--- src/rtl/prune_tile_sequencer_if.sv ---
// Element stream, tile-pair bus and head-level control/status between the
// systolic-array result stream, the threshold block and the attention controller.
interface prune_tile_sequencer_if #(
    parameter int width = 8
);
    logic                   start;
    logic                   in_valid;
    logic [2*width-1:0]     in_data;
    logic                   in_ready;
    logic [64*width-1:0]    tile_bus;
    logic                   enable;
    logic                   compare_flag;
    logic                   prune_in;
    logic                   busy;
    logic                   head_done;
    logic                   head_pruned;

    modport master (
        input  start, in_valid, in_data, prune_in,
        output in_ready, tile_bus, enable, compare_flag, busy, head_done, head_pruned
    );

    modport slave (
        output start, in_valid, in_data, prune_in,
        input  in_ready, tile_bus, enable, compare_flag, busy, head_done, head_pruned
    );
endinterface

--- src/rtl/prune_tile_sequencer.sv ---
// Packs the serial Q*K result stream into 4x4 tile pairs, strobes each full pair
// to the threshold block, then issues the compare and captures the prune decision.
module prune_tile_sequencer #(
    parameter int width         = 8,
    parameter int TILE_PAIRS    = 4,
    parameter int DECISION_WAIT = 2
) (
    input  logic                    clk,
    input  logic                    _reset,
    prune_tile_sequencer_if.master  bus,
    output logic [2:0]              dbg_state
);
    localparam int EW = 2 * width;

    localparam logic [2:0] S_IDLE    = 3'd0;
    localparam logic [2:0] S_FILL    = 3'd1;
    localparam logic [2:0] S_EMIT    = 3'd2;
    localparam logic [2:0] S_COMPARE = 3'd3;
    localparam logic [2:0] S_WAIT    = 3'd4;

    localparam logic [7:0] LAST_PAIR = 8'(TILE_PAIRS - 1);
    localparam logic [3:0] WAIT_LOAD = 4'(DECISION_WAIT - 1);

    logic [2:0]          r_state;
    logic [4:0]          r_elem_cnt;
    logic [7:0]          r_pair_cnt;
    logic [3:0]          r_wait_cnt;
    logic [64*width-1:0] r_tile_bus;
    logic                r_head_pruned;
    logic                w_accept;

    // Handshake: an element transfers on a rising edge where in_valid and in_ready
    // are both high; in_ready is a pure state decode, so it never depends on in_valid.
    assign w_accept = (r_state == S_FILL) && bus.in_valid;

    always_ff @(posedge clk or negedge _reset) begin
        if (!_reset) begin
            r_state       <= S_IDLE;
            r_elem_cnt    <= '0;
            r_pair_cnt    <= '0;
            r_wait_cnt    <= '0;
            r_tile_bus    <= '0;
            r_head_pruned <= 1'b0;
        end else begin
            case (r_state)
                S_IDLE: begin
                    if (bus.start) begin
                        r_state       <= S_FILL;
                        r_elem_cnt    <= '0;
                        r_pair_cnt    <= '0;
                        r_head_pruned <= 1'b0;
                    end
                end
                S_FILL: begin
                    if (w_accept) begin
                        r_tile_bus[r_elem_cnt*EW +: EW] <= bus.in_data;
                        r_elem_cnt <= r_elem_cnt + 5'd1;
                        if (r_elem_cnt == 5'd31) begin
                            r_state <= S_EMIT;
                        end
                    end
                end
                S_EMIT: begin
                    // tile_bus is untouched here; the next pair overwrites slots in order.
                    r_pair_cnt <= r_pair_cnt + 8'd1;
                    r_elem_cnt <= '0;
                    r_state    <= (r_pair_cnt == LAST_PAIR) ? S_COMPARE : S_FILL;
                end
                S_COMPARE: begin
                    r_wait_cnt <= WAIT_LOAD;
                    r_state    <= S_WAIT;
                end
                S_WAIT: begin
                    if (r_wait_cnt == 4'd0) begin
                        r_head_pruned <= bus.prune_in;
                        r_state       <= S_IDLE;
                    end else begin
                        r_wait_cnt <= r_wait_cnt - 4'd1;
                    end
                end
                default: begin
                    r_state <= S_IDLE;
                end
            endcase
        end
    end

    // Strobes decode from registers only, so nothing combinational reaches the outputs.
    assign bus.in_ready     = (r_state == S_FILL);
    assign bus.enable       = (r_state == S_EMIT);
    assign bus.compare_flag = (r_state == S_COMPARE);
    assign bus.busy         = (r_state != S_IDLE);
    assign bus.head_done    = (r_state == S_WAIT) && (r_wait_cnt == 4'd0);
    assign bus.tile_bus     = r_tile_bus;
    assign bus.head_pruned  = r_head_pruned;
    assign dbg_state        = r_state;
endmodule

--- src/flat_wrapper.sv ---
// flat-port wrapper written by rule: the top's interface ports become plain ports
module prune_tile_sequencer_flat 
#(
    parameter int width         = 8,
    parameter int TILE_PAIRS    = 4,
    parameter int DECISION_WAIT = 2
)
  (clk, _reset, dbg_state, bus_start, bus_in_valid, bus_in_data, bus_prune_in, bus_in_ready, bus_tile_bus, bus_enable, bus_compare_flag, bus_busy, bus_head_done, bus_head_pruned);
  prune_tile_sequencer_if #(.width(width)) bus_i ();
  input  logic clk;
  input  logic _reset;
  output logic [2:0] dbg_state;
  input wire logic [$bits(bus_i.start)-1:0] bus_start;
  input wire logic [$bits(bus_i.in_valid)-1:0] bus_in_valid;
  input wire logic [$bits(bus_i.in_data)-1:0] bus_in_data;
  input wire logic [$bits(bus_i.prune_in)-1:0] bus_prune_in;
  output wire logic [$bits(bus_i.in_ready)-1:0] bus_in_ready;
  output wire logic [$bits(bus_i.tile_bus)-1:0] bus_tile_bus;
  output wire logic [$bits(bus_i.enable)-1:0] bus_enable;
  output wire logic [$bits(bus_i.compare_flag)-1:0] bus_compare_flag;
  output wire logic [$bits(bus_i.busy)-1:0] bus_busy;
  output wire logic [$bits(bus_i.head_done)-1:0] bus_head_done;
  output wire logic [$bits(bus_i.head_pruned)-1:0] bus_head_pruned;
  assign bus_i.start = bus_start;
  assign bus_i.in_valid = bus_in_valid;
  assign bus_i.in_data = bus_in_data;
  assign bus_i.prune_in = bus_prune_in;
  assign bus_in_ready = bus_i.in_ready;
  assign bus_tile_bus = bus_i.tile_bus;
  assign bus_enable = bus_i.enable;
  assign bus_compare_flag = bus_i.compare_flag;
  assign bus_busy = bus_i.busy;
  assign bus_head_done = bus_i.head_done;
  assign bus_head_pruned = bus_i.head_pruned;
  prune_tile_sequencer #(.width(width), .TILE_PAIRS(TILE_PAIRS), .DECISION_WAIT(DECISION_WAIT)) u_core (.clk(clk), ._reset(_reset), .bus(bus_i), .dbg_state(dbg_state));
endmodule
--- config.mk ---
export PLATFORM = sky130hd
export DESIGN_NAME = prune_tile_sequencer_flat
export DESIGN_NICKNAME = d
export VERILOG_FILES = /design/src/rtl/prune_tile_sequencer_if.sv /design/src/rtl/prune_tile_sequencer.sv /design/src/flat_wrapper.sv
export SDC_FILE = /design/constraint.sdc
export NUM_CORES = 1
export LEC_CHECK = 0
export ABC_CLOCK_PERIOD_IN_PS = 10600
export BUFFER_PORTS_ARGS = -buffer_cell sky130_fd_sc_hd__buf_4
export CAP_MARGIN = 20
export CORE_ASPECT_RATIO = 0.75
export CORE_MARGIN = 2
export CORE_UTILIZATION = 40
export CTS_CLUSTER_SIZE = 24
export DETAILED_ROUTE_END_ITERATION = 10
export GPL_TIMING_DRIVEN = 0
export HOLD_SLACK_MARGIN = 0.12
export MAX_ROUTING_LAYER = met4
export SETUP_SLACK_MARGIN = 0.3
export SYNTH_ARGS = -nofsm -noshare
export SYNTH_HDL_FRONTEND = slang
export SYNTH_SLANG_ARGS = --single-unit
--- constraint.sdc ---
create_clock -name clk -period 10.6 [get_ports clk]
set_input_delay 1.59 -clock clk [delete_from_list [all_inputs] [get_ports clk]]
set_output_delay 1.59 -clock clk [all_outputs]
set_load 0.02 [all_outputs]
# Word-level counts from Yosys, hierarchy flattened
# Cells that the tools add are included.
# classes
shift	2
eq_ne	11
mux	17
reduce_logical	15
add_sub_neg	4
# op_table
operator	count
bitwise mux 512 bit	1
variable shift 16 x 34 -> 512 bit, first input constant	1
indexed part select 16 x 34 -> 512 bit	1
negator 9 -> 34 bit	1
case mux 8 bit (2 select lines)	1
case mux 3 bit (5 select lines)	1
case mux 5 bit (3 select lines)	1
two-way mux 3 bit	4
two-way mux 5 bit	2
adder 8 x 1 -> 8 bit, second input constant	1
equality test 8 x 2 -> 1 bit, second input constant	1
two-way mux 8 bit	1
case mux 4 bit (2 select lines)	1
equality test 3 x 2 -> 1 bit, second input constant	2
inequality test 2 x 1 -> 1 bit, second input constant	3
AND reduction 2 bit	3
AND reduction 3 bit	2
nonzero test 2 bit	3
nonzero test 3 bit	2
adder 5 x 1 -> 5 bit, second input constant	1
equality test 5 bit, second input constant	1
logical NOT 4 bit	1
two-way mux 4 bit	1
inequality test 2 bit, second input constant	2
other kinds (9)	11
# totals
out_inout_bits	521
register_bits	533
word_cells	55

# Logic depth before layout (Yosys ltp)
# logic_depth
word_depth	4
ltp_mapped	14

# Worst setup path before layout
# No wires, ideal clock.
# synth_path
path_type	register to register
start	reg u_core.r_elem_cnt[0]
end	reg u_core.r_tile_bus[54] (netlist: u_core.bus.tile_bus[54])
slack_ps	7265
path_stages_with_launch	15
arrival_time_ps	3210
setup_ps	125
period_less_slack_ps	3335
required_time_ps	10475
path_cell_list	dfrtp_1 -> buf_2 -> clkbuf_1 -> inv_1 -> ha_1 -> nand2b_1 -> nor2_1 -> ha_1 -> clkbuf_1 -> nand2b_1 -> or4_4 -> or3_1 -> buf_2 -> buf_6 -> mux2_4
# synth_between
elab_chain_len	3
word_cells_on_any_way	4
# synth_lines
item	line_no	text
start: declaration	prune_tile_sequencer.sv:25	logic [4:0] r_elem_cnt;
start signal: assignment	prune_tile_sequencer.sv:57	r_elem_cnt <= r_elem_cnt + 5'd1;
negator 9 -> 34 bit (*)	prune_tile_sequencer.sv:56	r_tile_bus[r_elem_cnt*EW +: EW] <= bus.in_data;
indexed part select 16 x 34 -> 512 bit / variable shift 16 x 34 -> 512 bit (equally long branches)	prune_tile_sequencer.sv:56	
bitwise mux 512 bit (*)	prune_tile_sequencer.sv:56	
end signal: indexed assignment	prune_tile_sequencer.sv:56	
end: declaration	prune_tile_sequencer.sv:28	logic [64*width-1:0] r_tile_bus;
# Every way passes the cells marked *; elsewhere a longest branch is shown, timed or not.
# A chain may end at the register's enable or synchronous reset.

# Worst setup path in the final report
# layout_path
start	reg u_core.r_elem_cnt[0]
end	reg u_core.r_tile_bus[409] (netlist: u_core.bus.tile_bus[409])
# Same word-level chain as after synthesis.

==> results.rst <==
.. list-table::
   :header-rows: 1

   * - Metric
     - Value
   * - Setup repair after global routing missed its margin
     - false
   * - Average size of a mapped cell
     - 12.5 sq um
   * - Count of flip-flops with a built-in enable after synthesis
     - 0
   * - FF-to-FF setup slack
     - ~6000 ps
   * - Number of buffer and inverter instances along the worst setup path
     - 4
   * - Fin nets
     - 2410
   * - Cells along the critical path
     - buf_2 -> clkbuf_1 -> inv_1 -> ha_1 -> nand2b_1 -> nor2_1 -> ha_1 -> nor2_1 -> nand2_1 -> nor3_2 -> buf_2 -> mux2_2
   * - Number of buffers created by CTS
     - 54
   * - Buffers on Ports
     - 541
   * - Finished Layout Cells
     - about 3100
   * - Iter 0 DRT Violations
     - 1050
   * - Highest-delay cell along the critical path
     - nor3_2
   * - Final number of hold-violating endpoints
     - 0
   * - Maximum Capacitance Violations
     - 0
   * - CTS clock-pin slew for the worst setup and hold paths
     - 70 ps
   * - Hold Crit Class
     - reg2reg
   * - Congestion Overflow GR
     - 0
   * - Clock tree from TritonCTS
     - yes
   * - Height of the die
     - 208 microns
   * - Area grow syn2layout
     - 31.5%
   * - Remaining max-slew budget at the tightest pin
     - 22.2%
   * - Synthesized cell area
     - 0.0221 sq mm
   * - Crit path arrival time
     - 5270 ps
   * - Detail Placement HPWL
     - 64500 microns
   * - Lkg Pwr
     - 15.0 nW
   * - Number of buffers added to fix hold violations after cts
     - 0
   * - Placed Cells
     - slightly above 3000
   * - Count of mapped cells out of synthesis
     - around 1800
   * - Clock sink count
     - 533
   * - Share of layout cells above drive strength 1
     - 43.6%
   * - Final Max Tran Viols
     - 0
   * - Hold wc startpoint
     - u_core.r_pair_cnt[7]
   * - Main area contributors after synthesis
     - dfrtp_1 (60%), mux2_2 (17%), o21ai_0 (5.1%)
   * - Critical register-to-register path startpoint
     - u_core.r_elem_cnt[0]
   * - Count of synthesis-stage warnings from yosys
     - 0
   * - Number of vias per cell
     - 5.57
   * - Total setup violations reported at the end of the flow
     - 0
   * - First-pass GRT wire length
     - 124000 microns
   * - Status
     - finished, final reports clean
   * - End of the worst hold path
     - u_core.r_pair_cnt[7]
   * - Share of Yosys cell area claimed by the top area cell type
     - 60.2%
   * - Resized cells post-CTS
     - 0
   * - Clock latency on the worst-skew pair
     - 610 ps
   * - First drt pass iteration count
     - 5
   * - Count of distinct cell types in the synthesized netlist
     - 56
   * - Worst endpoint required time
     - 11090 ps
   * - Post-route fraction of the period consumed by the critical path
     - 45.0%
   * - Highest attainable clock frequency
     - roughly 210 MHz
   * - Maximum level of the CTS H-tree
     - 2
   * - Total detailed-routing wirelength
     - roughly 86000 microns
   * - Largest fanout of any net on the critical path
     - 10
   * - Async set-or-reset flop fraction in the synthesized netlist
     - 100%
   * - Peak per-stage delay on the critical path
     - 830 ps
   * - Placement row count
     - 74
   * - Portion of the post-synthesis area used by sequential elements
     - 60.2%
   * - Post-CTS Repair Setup Buffers
     - 0
   * - Worst-case hold slack
     - 502 ps
   * - Floorplan die width
     - 276 microns
   * - Synth Flop Type
     - dfrtp_1
   * - Sum of negative setup slack
     - 0 ps
   * - Setup crit start kind
     - flop
   * - DRC violation count after routing
     - 0
   * - Sort of element at the end of the critical path
     - flop
   * - Number of placed I/O pins
     - 542
   * - Instance count along the most critical hold path
     - 1
   * - R2r worst-path depth
     - 12
   * - Largest delay share family, worst path
     - simple AND/OR/NAND/NOR gates
   * - Clock buffer depth
     - 3
   * - Placer Congestion
     - ~0.89
   * - Largest net degree at the start of global routing
     - 113
   * - Library cell used as clock root buffer
     - clkbuf_16
   * - Synthesized flop and latch total
     - roughly 530
   * - Startpoint-to-endpoint class of the critical path
     - reg2reg
   * - PD cells
     - about 270 mW/mm^2
   * - Core ar.
     - approximately 0.055 sq mm
   * - Actual slew at the worst max-slew pin
     - 1170 ps
   * - GRT Resource Usage Total
     - a little under a third
   * - Post-detailed-route count of antenna-violating nets
     - 0
   * - Largest area contributor in the netlist
     - dfrtp_1
   * - Worst reg2reg path endpoint
     - u_core.bus.tile_bus[409]
   * - Vias
     - 17517
   * - Dominant cell by count in the synthesized netlist
     - dfrtp_1
   * - Clock Skew
     - 40.2 ps
   * - Most frequent cells after synthesis
     - dfrtp_1 (533), mux2_2 (331), o21ai_0 (224)
   * - Mean routed wirelength per cell
     - around 27 microns
   * - Time the worst path needs with I/O delays and setup
     - 4770 ps
   * - Antenna violations before repair
     - 3
   * - Number of global-route vias before repair
     - ~18000
   * - Initial Util
     - 40.6%
   * - Worst vdd rail ir drop
     - 142 uV
   * - Net Count, Synth
     - 1799
   * - Die ar.
     - 0.0573 sq mm
-- sequential cells by signal, summed over array words and instances, names as in the netlist --
signal,count
u_core.bus.head_pruned,1
u_core.r_wait_cnt,4
u_core.r_pair_cnt,8
u_core.dbg_state,3
u_core.r_elem_cnt,5
u_core.bus.tile_bus,512
-- power by group --
part           switching, mW  leakage [nW]  internal, mW
Clock                  0.836         0.850          1.09
Combinational           2.19          6.88          1.03
Sequential             0.246          7.29          2.43
Total                   3.27          15.0          4.54
-- per-layer routing --
layer	track usage (%)	vias up	share of wire, %
met1	38.8	9051	41
met2	45.1	797	45
met5	-	-	0
met3	11.5	138	11
li1	-	7531	-
met4	9.21	0	3.1
-- worst max-delay path by stage --
stage | start | endpoint | slack [ps] | depth (start not counted)
detailed placement | u_core.r_elem_cnt[0] | u_core.bus.tile_bus[409] | 5790 | 12
CTS | u_core.r_elem_cnt[0] | u_core.bus.tile_bus[409] | 5790 | 12
global placement | _reset | u_core.bus.tile_bus[286] | 2300 | 1
floorplan | u_core.r_elem_cnt[0] | u_core.bus.tile_bus[54] | 7260 | 14
global route | u_core.r_elem_cnt[0] | u_core.bus.tile_bus[409] | 5520 | 12
finish | u_core.r_elem_cnt[0] | u_core.bus.tile_bus[409] | 5830 | 12
-- layout by cell type, fill, tap and decap left out, drive strengths merged, types with 3 or more instances in the layout --
cell and count:
inv 36, mux2 344, nand2 79, bufinv 4
or3 10, a21oi 4, nand4 20, buf 612
clkbuf 155, nor2 126, nor4b 3, a22o 4
mux2i 25, o31ai 30, ha 6, xnor2 4
clkinv 11, nor3 10, and2 7, nand2b 7
xor2 3, nor2b 6, or2 3, and3 48
dfrtp 533, o21ai 225, nand3 39, o41ai 46
-- cell type report --
type / count / area (sq um)
Tap cell: 722 / 903
Timing Repair Buffer: 555 / 4330
Antenna cell: 1 / 2.50
Clock inverter: 19 / 218
Sequential cell: 533 / 13300
Buffer: 136 / 599
Multi-Input combinational cell: 1069 / 8080
Clock buffer: 76 / 1520
Fill cell: 4799 / 25400
Inverter: 34 / 128
-- stage by stage --
stage                     instance area [sq um]  power (mW)  setup WS, ps  util, %
after floorplan                           22100        4.32          7260        -
after global placement                    27100        5.81          2300     49.7
after global routing                      29100        8.15          5520     53.4
after CTS                                 29100        7.82          5790     53.4
final                                     29100        7.81          5830     53.4
after detailed placement                  27400        5.88          5790     50.2
-- logic make-up (layout without fill, tap and decap cells) --
kind of cell,count (synthesis),after routing,share of synthesized area (%)
DFF,533,533,60.2
and+or+nand+nor,370,370,8.61
muxes,369,369,18.8
AOI/OAI and AO/OA,317,317,8.44
buffers and inverters,170,820,3.28
xor gates and xnor gates,7,7,0.311
adders and majority gates,6,6,0.339
other,0,1,0
No activity file was read; power rests on OpenSTA's default activity.
